### config.mk
export PLATFORM = sky130hd
export DESIGN_NAME = vga_pixel_source_flat
export DESIGN_NICKNAME = d
export VERILOG_FILES = /design/src/rtl/video_pkg.sv /design/src/rtl/vga_pixel_source_if.sv /design/src/rtl/vga_pixel_source.sv /design/src/flat_wrapper.sv
export SDC_FILE = /design/constraint.sdc
export NUM_CORES = 1
export LEC_CHECK = 0
export ABC_AREA = 1
export CORE_UTILIZATION = 50
export CTS_BUF_LIST = sky130_fd_sc_hd__clkbuf_2
export DETAILED_ROUTE_END_ITERATION = 8
export PLACE_DENSITY = 0.8
export SETUP_SLACK_MARGIN = 0.5
export SLEW_MARGIN = 0
export SYNTH_ARGS = -nofsm -noshare
export SYNTH_HDL_FRONTEND = slang
export SYNTH_SLANG_ARGS = --single-unit
### constraint.sdc
create_clock -name pixel_clk -period 2.63 [get_ports pixel_clk]
set_input_delay 0.263 -clock pixel_clk [delete_from_list [all_inputs] [get_ports pixel_clk]]
set_output_delay 0.263 -clock pixel_clk [all_outputs]
set_load 0.05 [all_outputs]
### src/rtl/video_pkg.sv
// Shared video-path types for the pixel-domain stages.
//   rgb_t        : 24-bit packed RGB colour
//   fifo_word_t  : pixel FIFO word, {sof, rgb}; sof marks the first pixel of a frame
//   src_state_t  : pixel-source FSM state encoding
//   SOF_BIT      : bit position of the SOF tag inside a raw FIFO word
package video_pkg;

   typedef logic [23:0] rgb_t;

   typedef struct packed {
      logic sof;
      rgb_t rgb;
   } fifo_word_t;

   typedef enum logic [2:0] {
      SYNC     = 3'd0,
      ARMED    = 3'd1,
      WAIT_ACT = 3'd2,
      STREAM   = 3'd3,
      CHECK    = 3'd4
   } src_state_t;

   localparam int SOF_BIT = 24;

endpackage

### src/rtl/vga_pixel_source_if.sv
// FWFT pixel FIFO read port.
//   fifo_rdata : head word, [SOF_BIT] = SOF tag, [23:0] = RGB; valid while fifo_empty=0
//   fifo_empty : FIFO holds no words
//   fifo_read  : pop the head word in this cycle
// Modports: master = FIFO side, slave = reader side.
interface vga_pixel_source_if;
   import video_pkg::*;

   logic [SOF_BIT:0] fifo_rdata;
   logic             fifo_empty;
   logic             fifo_read;

   modport master (output fifo_rdata, output fifo_empty, input fifo_read);
   modport slave  (input fifo_rdata, input fifo_empty, output fifo_read);

endinterface

### src/rtl/vga_pixel_source.sv
// Pixel source feeding the VGA output stage. Pops RGB words from a FWFT FIFO,
// locks onto frames using the SOF tag, and re-aligns the pixel stream to the
// incoming HS/VS/BLANK timing with a one-cycle registered pipeline.
//
// Ports:
//   pixel_clk, pixel_rst_n      : clock, synchronous active-low reset
//   hs_in, vs_in, blank_in      : timing in (syncs active-low, blank_in=1 active)
//   fifo                        : FIFO read port (vga_pixel_source_if.slave)
//   err_clr                     : clears the sticky error flags
//   hs_out, vs_out, blank_out   : timing delayed one cycle
//   rgb_out                     : pixel colour aligned with blank_out
//   locked                      : high while streaming a frame
//   err_underflow, err_align    : sticky error flags
//   underflow_cnt, frame_cnt    : saturating statistics, only with
//                                 VGA_PIXEL_SOURCE_STATS_EN defined
//
// state    | meaning
// ---------+--------------------------------------------------------------
// SYNC     | discard words until an SOF word sits at the FIFO head
// ARMED    | SOF held at head, waiting for vertical sync
// WAIT_ACT | waiting for the first active pixel of the frame
// STREAM   | one pop per active pixel until the frame is complete
// CHECK    | frame complete, next head word must carry SOF
module vga_pixel_source
   import video_pkg::*;
#(
   parameter int   HDISP           = 800,
   parameter int   VDISP           = 480,
   parameter rgb_t UNDERFLOW_COLOR = 24'hFF00FF
) (
   input  logic               pixel_clk,
   input  logic               pixel_rst_n,
   input  logic               hs_in,
   input  logic               vs_in,
   input  logic               blank_in,
   vga_pixel_source_if.slave  fifo,
   input  logic               err_clr,
   output logic               hs_out,
   output logic               vs_out,
   output logic               blank_out,
   output rgb_t               rgb_out,
   output logic               locked,
   output logic               err_underflow,
   output logic               err_align
`ifdef VGA_PIXEL_SOURCE_STATS_EN
   ,
   output logic [15:0]        underflow_cnt,
   output logic [15:0]        frame_cnt
`endif
);

   localparam int FRAME_PIX = HDISP * VDISP;
   localparam int CNT_W     = $clog2(FRAME_PIX + 1);
   localparam logic [CNT_W-1:0] CNT_LAST = CNT_W'(FRAME_PIX - 1);

   localparam logic [2:0] S_SYNC     = SYNC;
   localparam logic [2:0] S_ARMED    = ARMED;
   localparam logic [2:0] S_WAIT_ACT = WAIT_ACT;
   localparam logic [2:0] S_STREAM   = STREAM;
   localparam logic [2:0] S_CHECK    = CHECK;

   logic [2:0]       state, state_nxt;
   logic [CNT_W-1:0] pix_cnt, pix_cnt_nxt;
   rgb_t             rgb_nxt;
   fifo_word_t       head;
   logic             have_word;
   logic             pop;
   logic             set_underflow;
   logic             set_align;
   logic             frame_done;

   assign head      = fifo_word_t'(fifo.fifo_rdata);
   assign have_word = !fifo.fifo_empty;

   always_comb begin
      state_nxt     = state;
      pix_cnt_nxt   = pix_cnt;
      rgb_nxt       = '0;
      pop           = 1'b0;
      set_underflow = 1'b0;
      set_align     = 1'b0;
      frame_done    = 1'b0;
      case (state)
         S_SYNC: begin
            if (have_word) begin
               if (head.sof) state_nxt = S_ARMED;
               else          pop       = 1'b1;
            end
         end
         S_ARMED: begin
            if (!vs_in) state_nxt = S_WAIT_ACT;
         end
         S_WAIT_ACT: begin
            if (blank_in) begin
               if (!have_word) begin
                  rgb_nxt       = UNDERFLOW_COLOR;
                  set_underflow = 1'b1;
                  state_nxt     = S_SYNC;
               end else if (head.sof) begin
                  pop         = 1'b1;
                  rgb_nxt     = head.rgb;
                  pix_cnt_nxt = CNT_W'(1);
                  state_nxt   = S_STREAM;
               end else begin
                  // SOF was held at the head since SYNC, so a plain word here
                  // means something else popped the FIFO; start over.
                  set_align = 1'b1;
                  state_nxt = S_SYNC;
               end
            end
         end
         S_STREAM: begin
            // pix_cnt is always 1..FRAME_PIX-1 here, so any SOF is early.
            if (blank_in) begin
               if (!have_word) begin
                  rgb_nxt       = UNDERFLOW_COLOR;
                  set_underflow = 1'b1;
                  pix_cnt_nxt   = '0;
                  state_nxt     = S_SYNC;
               end else if (head.sof) begin
                  rgb_nxt     = UNDERFLOW_COLOR;
                  set_align   = 1'b1;
                  pix_cnt_nxt = '0;
                  state_nxt   = S_ARMED;
               end else begin
                  pop     = 1'b1;
                  rgb_nxt = head.rgb;
                  if (pix_cnt == CNT_LAST) begin
                     pix_cnt_nxt = '0;
                     frame_done  = 1'b1;
                     state_nxt   = S_CHECK;
                  end else begin
                     pix_cnt_nxt = pix_cnt + 1'b1;
                  end
               end
            end
         end
         S_CHECK: begin
            if (blank_in) rgb_nxt = UNDERFLOW_COLOR;
            if (have_word) begin
               if (head.sof) begin
                  state_nxt = S_ARMED;
               end else begin
                  set_align = 1'b1;
                  state_nxt = S_SYNC;
               end
            end
         end
         default: state_nxt = S_SYNC;
      endcase
   end

   assign fifo.fifo_read = pop && pixel_rst_n;

   always_ff @(posedge pixel_clk) begin
      if (!pixel_rst_n) begin
         state         <= S_SYNC;
         pix_cnt       <= '0;
         hs_out        <= 1'b1;
         vs_out        <= 1'b1;
         blank_out     <= 1'b0;
         rgb_out       <= '0;
         locked        <= 1'b0;
         err_underflow <= 1'b0;
         err_align     <= 1'b0;
      end else begin
         state         <= state_nxt;
         pix_cnt       <= pix_cnt_nxt;
         hs_out        <= hs_in;
         vs_out        <= vs_in;
         blank_out     <= blank_in;
         rgb_out       <= rgb_nxt;
         locked        <= (state_nxt == S_STREAM);
         err_underflow <= set_underflow | (err_underflow & ~err_clr);
         err_align     <= set_align | (err_align & ~err_clr);
      end
   end

`ifdef VGA_PIXEL_SOURCE_STATS_EN
   always_ff @(posedge pixel_clk) begin
      if (!pixel_rst_n) begin
         underflow_cnt <= '0;
         frame_cnt     <= '0;
      end else begin
         if (set_underflow && underflow_cnt != 16'hFFFF) underflow_cnt <= underflow_cnt + 16'd1;
         if (frame_done && frame_cnt != 16'hFFFF)        frame_cnt     <= frame_cnt + 16'd1;
      end
   end
`endif

endmodule

### src/flat_wrapper.sv
// flat-port wrapper written by rule: the top's interface ports become plain ports
module vga_pixel_source_flat import video_pkg::*;
#(
   parameter int   HDISP           = 800,
   parameter int   VDISP           = 480,
   parameter rgb_t UNDERFLOW_COLOR = 24'hFF00FF
)
  (pixel_clk, pixel_rst_n, hs_in, vs_in, blank_in, err_clr, hs_out, vs_out, blank_out, rgb_out, locked, err_underflow, err_align, fifo_fifo_rdata, fifo_fifo_empty, fifo_fifo_read);
  vga_pixel_source_if fifo_i ();
  input  logic pixel_clk;
  input  logic pixel_rst_n;
  input  logic hs_in;
  input  logic vs_in;
  input  logic blank_in;
  input  logic err_clr;
  output logic hs_out;
  output logic vs_out;
  output logic blank_out;
  output rgb_t rgb_out;
  output logic locked;
  output logic err_underflow;
  output logic err_align;
  input wire logic [$bits(fifo_i.fifo_rdata)-1:0] fifo_fifo_rdata;
  input wire logic [$bits(fifo_i.fifo_empty)-1:0] fifo_fifo_empty;
  output wire logic [$bits(fifo_i.fifo_read)-1:0] fifo_fifo_read;
  assign fifo_i.fifo_rdata = fifo_fifo_rdata;
  assign fifo_i.fifo_empty = fifo_fifo_empty;
  assign fifo_fifo_read = fifo_i.fifo_read;
  vga_pixel_source #(.HDISP(HDISP), .VDISP(VDISP), .UNDERFLOW_COLOR(UNDERFLOW_COLOR)) u_core (.pixel_clk(pixel_clk), .pixel_rst_n(pixel_rst_n), .hs_in(hs_in), .vs_in(vs_in), .blank_in(blank_in), .fifo(fifo_i), .err_clr(err_clr), .hs_out(hs_out), .vs_out(vs_out), .blank_out(blank_out), .rgb_out(rgb_out), .locked(locked), .err_underflow(err_underflow), .err_align(err_align));
endmodule
==> impl_metrics.csv, run 1 <==
group,metric,value,unit
final_layout,layoutNonFillerInstCount,507,
floorplanning,coreArea,0.005140,mm2
synth,netlist_instances,371,
worst_setup_path,worstSetupStartpointType,"input port",
timing,hold_viol,0,
final_layout,n_antenna_cell,0,
synth,async_flop_share,0,%
clock_network,numCtsBuffers,5,
synth,synth_edf_count,0,
power_and_ir_drop,power_density,400.6,mW/mm2
clock_network,cts_max_level,2,
power_and_ir_drop,internal-power,1032,uW
placed_design,place_hpwl,4625,um
worst_setup_path,cp-end-kind,"output port",
min_path,hold_path.startpoint,"blank_in",
route,viasPerCell,5.045,
final_layout,multi_input_area,0.001366,mm2
global_route,use_met2,40.54,%
floorplanning,ios,63,
route,postRouteAntennaNets,0,
power_and_ir_drop,p_leak,0.001494,uW
power_and_ir_drop,comb_power_share,12.6,%
min_path,hold_class,"in2reg",
global_route,grt_busiest_layer,"met2",
global_route,grtUsageMet3,4.552,%
timing,skew,14.83,ps
worst_setup_path,cp.required,2370,ps
final_layout,syn_to_final_growth,29.69,%
outcome,status,"finished clean",
route,drc_errors,0,
power_and_ir_drop,p_sw_share,25.74,%
placed_design,port_buffers,62,
final_layout,final_common_cell,"nand2_1",
worst_setup_path,crit_arrival,1780,ps
placed_design,placedCellCount,493,
global_route,gr-total-overflow,0,
timing,min_period,2040,ps
global_route,grt_pass1_wl,9963,um
global_route,globalRouteTotalUtil,23.15,%
timing,rsz0062_at_grt,"false",
synth,synth_cell_types,37,
synth,postSynthAreaPerCell,7.214,um2
clock_network,cts_tree,"yes",
flow_run,max_cap_viol_count,0,
global_route,grt_start_max_net_pins,21,
clock_network,insertion_delay,430,ps
global_route,grt_antenna_before_repair,0,
timing,slew_headroom,63.84,%
final_layout,seq_area,0.001045,mm2
final_layout,layout-drive-gt1-share,11.67,%
timing,fin_hold_ws,152.7,ps
placed_design,routabilityCongestion,0.9029,
power_and_ir_drop,switchingPower,358.0,uW
worst_setup_path,critPathLaunch,"fifo_fifo_empty",
timing,drv_slew,0,
floorplanning,die_area,0.005649,mm2
clock_network,clk_pin_slew,260,ps
power_and_ir_drop,clock_power_share,29.9,%
worst_setup_path,rrSetupSlack,1020,ps
route,firstDrtPassIters,4,
clock_network,cts_buffer_depth,2,
floorplanning,start_util,52.07,%
floorplanning,rows,26,
floorplanning,die_h,75.16,um
timing,worst_pin_slew,538.8,ps
synth,synth_ff_type,"dfxtp_1",
worst_setup_path,criticalPathCategory,"in2out",
route,vias,2558,
timing,period_share,77.57,%
synth,synth-seq-area-share,38.90,%
global_route,grt_pass1_vias,2261,
synth,synth_nets,404,
timing,setup_tns,0,ps
floorplanning,fp.dieW,75.16,um
final_layout,final_cell_mix,"76 x nand2_1, 60 x clkdlybuf4s50_1, 51 x dfxtp_1",
worst_setup_path,path_max_fanout,17,
timing,fmax,490.2,MHz
synth,synth-seq-cells,52,
final_layout,fill_cells,480,
final_layout,final_nets,469,
timing,setup_viol,0,
worst_setup_path,rr_startpoint,"u_core.pix_cnt[0]",
route,drt-total-wl,6284,um
clock_network,cts-root-buf,"clkbuf_2",
power_and_ir_drop,power_frac_seq,57.5,%
clock_network,clock-sinks,52,
global_route,use_met1,28.31,%
power_and_ir_drop,ir_worst_vdd,263.8,uV
route,drtIter0Drc,141,
route,wl_per_cell,12.39,um
synth,ys.warnings.count,0,
synth,syn_area,0.002676,mm2
## metrics by stage
| step | area (um2) | power (uW) | utilization, % | setup slack (ps) |
|---|---|---|---|---|
| finish | 3471 | 1390 | 67.53 | 589.9 |
| CTS | 3443 | 1398 | 66.99 | 511.3 |
| detailed placement | 3324 | 984.3 | 64.68 | 340.7 |
| global placement | 3324 | 983.3 | 64.68 | 383.0 |
| floorplan | 2676 | 910.4 | - | 951.5 |
| global route | 3471 | 1447 | 67.53 | 502.4 |
## path summary, 6_finish.rpt
path	end	cells past startpoint
hold / removal	u_core.blank_out	3
setup / recovery	fifo_fifo_read	7
hold reg to reg	u_core.err_underflow	2
setup reg to reg	u_core.pix_cnt[6]	8
## layer usage
metal | part of all wire [%] | vias to the layer above
met5 | 0 | -
met4 | 1.2 | 0
met3 | 5.2 | 8
met2 | 49 | 86
met1 | 45 | 1151
li1 | - | 1313
## area by class of cell
class | instances | share of cell area, %
Clock buffer | 5 | 0.7210
Multi-Input combinational cell | 252 | 39.37
Tap cell | 70 | 2.523
Sequential cell | 52 | 30.10
Inverter | 54 | 6.128
Timing Repair Buffer | 71 | 19.94
Clock inverter | 3 | 1.226
## critical path, stage by stage
cell and delay [ps]:
clkdlybuf4s50_1 570, nor2_8 230, inv_2 150, o31ai_1 250, nand2_1 80, inv_1 80, buf_6 150
## state kept, by name, summed over array words and instances (netlist names)
register and flops:
u_core.blank_out 1, u_core.err_align 1, u_core.err_underflow 1, u_core.hs_out 1, u_core.locked 1, u_core.pix_cnt 19, u_core.rgb_out 24, u_core.state 3
u_core.vs_out 1
## power by group through the flow
stage                     logic, uW  clock network (uW)  registers, uW
after floorplan                75.8                   0            835
after global placement          168                   0            816
after detailed placement        169                   0            815
after CTS                       173                 424            800
after global routing            188                 457            802
final                           175                 415            800
## cells in the mapped netlist (4+ instances only)
cell type | count | share of area (%)
o21ai_1 | 9 | 1.7
xor2_1 | 4 | 1.3
o211ai_1 | 17 | 4.8
inv_2 | 5 | 0.70
nor2_1 | 47 | 6.6
dfxtp_1 | 52 | 39
buf_2 | 4 | 0.75
nand3_1 | 11 | 2.1
nand2_4 | 7 | 2.9
nor3b_1 | 8 | 2.2
a21oi_1 | 21 | 3.9
o21ai_0 | 15 | 2.8
nand4_1 | 4 | 0.93
inv_1 | 47 | 6.6
nand2_1 | 76 | 11
nor2_2 | 6 | 1.4
## logic make-up (layout without fill, tap and decap cells)
kind of cell | Yosys count | in the layout | synth area share [%]
flip-flops | 52 | 52 | 38.90
adder cells (fa/ha/maj) | 1 | 1 | 0.4674
AO/OA/AOI/OAI | 68 | 68 | 14.73
buffers and inverters | 67 | 133 | 10.85
XOR/XNOR | 7 | 7 | 2.291
AND/OR/NAND/NOR | 176 | 176 | 32.77
## what timing repair did
action	4_1_cts	5_1_grt
setup buffers	3	3
pin swaps	1	1
resized for setup	6	2
hold buffers	0	0
endpoints found under the setup margin	1	1
No activity file was read; power rests on OpenSTA's default activity.
==> run 2: changes to the inputs <==
--- a/config.mk
+++ b/config.mk
@@ -6,10 +6,10 @@
 export NUM_CORES = 1
 export LEC_CHECK = 0
 export ABC_AREA = 1
-export CORE_UTILIZATION = 50
+export CORE_UTILIZATION = 47
 export CTS_BUF_LIST = sky130_fd_sc_hd__clkbuf_2
 export DETAILED_ROUTE_END_ITERATION = 8
-export PLACE_DENSITY = 0.8
+export PLACE_DENSITY = 0.79
 export SETUP_SLACK_MARGIN = 0.5
 export SLEW_MARGIN = 0
 export SYNTH_ARGS = -nofsm -noshare
==> constraint.sdc (replaced) <==
create_clock -name pixel_clk -period 1.7 [get_ports pixel_clk]
set_input_delay 0.17 -clock pixel_clk [delete_from_list [all_inputs] [get_ports pixel_clk]]
set_output_delay 0.17 -clock pixel_clk [all_outputs]
set_load 0.05 [all_outputs]
==> impl_metrics.csv, run 2 (synthesis results as in run 1) <==
group,metric,value,unit
clock_network,cts_max_level,2,
final_layout,top_register,"u_core.rgb_out",
worst_setup_path,path_max_fanout,3,
final_layout,syn_to_final_growth,55.45,%
route,firstDrtPassIters,7,
route,viasPerCell,5.331,
floorplanning,rows,27,
power_and_ir_drop,power_density,566.3,mW/mm2
global_route,grt_pass1_wl,12510,um
floorplanning,die_h,77.46,um
final_layout,n_antenna_cell,0,
clock_network,insertion_delay,440,ps
route,vias,2879,
worst_setup_path,rr_startpoint,"u_core.state[2]",
power_and_ir_drop,clock_power_share,32.7,%
timing,fmax,506.4,MHz
final_layout,layoutNonFillerInstCount,540,
worst_setup_path,rrSetupSlack,-80,ps
timing,period_share,116.2,%
final_layout,largest_register_ffs,24,
final_layout,largestRegisters,"u_core.rgb_out x24, u_core.pix_cnt x19, u_core.state x3",
min_path,min_to,"u_core.rgb_out[15]",
global_route,grt_antenna_before_repair,0,
floorplanning,ios,63,
final_layout,final_nets,501,
power_and_ir_drop,comb_power_share,14.7,%
worst_setup_path,worstSetupStartpointType,"flip-flop",
power_and_ir_drop,internal-power,1773,uW
worst_setup_path,max_stage_delay,400,ps
timing,worst_slack,-274.6,ps
global_route,grt_pass1_vias,2705,
worst_setup_path,crit_arrival,1800,ps
min_path,hold_class,"in2reg",
placed_design,port_buffers,62,
worst_setup_path,reg2reg_to,"u_core.state[0]",
global_route,globalRouteTotalUtil,26.42,%
power_and_ir_drop,power_frac_seq,52.7,%
route,drt-total-wl,8253,um
worst_setup_path,crit_path_top_delay_cell,"dfxtp_2",
route,wl_per_cell,15.28,um
worst_setup_path,criticalPathCategory,"reg2out",
global_route,grt_start_max_net_pins,19,
placed_design,placedCellCount,512,
clock_network,numCtsBuffers,5,
min_path,hold_path.startpoint,"fifo_fifo_rdata[15]",
timing,skew,16.88,ps
floorplanning,start_util,48.60,%
flow_run,max_cap_viol_count,0,
clock_network,clk_pin_slew,250,ps
timing,slew_headroom,55.81,%
clock_network,cts-root-buf,"clkbuf_2",
final_layout,final_common_cell,"nand2_1",
timing,min_period,1975,ps
timing,rsz0062_at_grt,"true",
timing,setup_viol,11,
outcome,status,"finished, violations left",
power_and_ir_drop,p_sw_share,24.74,%
timing,fin_hold_ws,255.5,ps
worst_setup_path,cp_top_family,"simple AND/OR/NAND/NOR gates",
worst_setup_path,path_cells,"inv_4 -> nand2_8 -> nor2_8 -> nand2_4 -> nor2_4 -> a21oi_4 -> o31ai_4 -> nand2_2 -> clkinvlp_4 -> buf_8",
route,postRouteAntennaNets,0,
worst_setup_path,cp.required,1530,ps
timing,worst_pin_slew,658.5,ps
global_route,gr-total-overflow,0,
power_and_ir_drop,switchingPower,582.8,uW
final_layout,layout-drive-gt1-share,40.17,%
route,drc_errors,0,
final_layout,fill_cells,368,
worst_setup_path,worst-path-buf-inv,3,
floorplanning,die_area,0.006000,mm2
worst_setup_path,cp-end-kind,"output port",
power_and_ir_drop,p_leak,0.001785,uW
final_layout,final_cell_mix,"73 x nand2_1, 46 x inv_1, 33 x buf_4",
clock_network,cts_buffer_depth,2,
min_path,holdPathStages,2,
timing,hold_viol,0,
floorplanning,coreArea,0.005507,mm2
worst_setup_path,reg2reg_depth,14,
outcome,violations,"setup timing",
power_and_ir_drop,ir_worst_vdd,314.8,uV
placed_design,place_hpwl,4890,um
clock_network,clock-sinks,52,
route,drtIter0Drc,227,
clock_network,cts_tree,"yes",
placed_design,routabilityCongestion,0.9254,
timing,drv_slew,0,
floorplanning,fp.dieW,77.46,um
run 2: cell types whose count changed in the layout (fill, tap and decap cells not counted), moves of 7 or more:
cell             before  now
nor2_4                4   12
nor2_1               47   30
dfxtp_1              51   20
buf_6                 1   25
buf_8                 0   10
o21ai_2               0   11
nor2_2                5   14
o21ai_1               9    2
dfxtp_2               0   30
buf_4                 9   33
clkdlybuf4s50_1      60   31
run 2: how the worst max path moves through the flow:
stage / startpoint / to / cells past startpoint
floorplan: u_core.state[2] / fifo_fifo_read / 9
global placement: fifo_fifo_empty / fifo_fifo_read / 9
detailed placement: fifo_fifo_empty / fifo_fifo_read / 9
CTS: u_core.state[2] / fifo_fifo_read / 10
global route: u_core.state[2] / fifo_fifo_read / 10
finish: u_core.state[2] / fifo_fifo_read / 10
run 2: cell type report:
cell class                      count  area (um2)  share of cell area, %
Multi-Input combinational cell    253        1643                  39.49
Timing Repair inverter              2       22.52                 0.5414
Clock inverter                      2       60.06                  1.444
Inverter                           54       224.0                  5.383
Sequential cell                    52        1086                  26.11
Tap cell                           72       90.09                  2.165
Timing Repair Buffer              100        1010                  24.27
Clock buffer                        5       25.02                 0.6015
run 2: what timing repair did:
item / in CTS / in global routing
endpoints found under the setup margin: 79 / 78
gates cloned: 3 / 0
gates resized for setup: 239 / 88
hold buffers: 0 / 0
pin swaps: 11 / 22
buffers inserted: 10 / 8
run 2: per-stage QoR:
step | setup WS [ps] | util, % | TNS [ps] | power [uW] | cell area (um2)
2_1_floorplan | 203.6 | - | 0 | 1411 | 2721
3_3_place_gp | -98.90 | 63.71 | -407.7 | 1543 | 3508
3_5_place_dp | -159.5 | 63.71 | -1013 | 1548 | 3508
4_1_cts | -215.2 | 69.08 | -215.2 | 2311 | 3804
5_1_grt | -374.5 | 75.55 | -2579 | 2439 | 4160
6_report | -274.6 | 75.55 | -623.2 | 2356 | 4160
run 2: power by group through the flow:
stage	Clock, uW	Sequential, uW	Combinational, uW
after floorplan	0	1290	120
after global placement	0	1260	282
final	769	1240	345
after global routing	833	1240	362
after CTS	770	1240	304
after detailed placement	0	1260	287
run 2: routing by layer:
layer	up-vias	GRT usage, %	part of all wire [%]
met4	0	11.89	3.4
met1	1334	30.15	38
met3	33	5.647	5.6
li1	1379	-	-
met5	-	0	0
met2	133	46.90	53
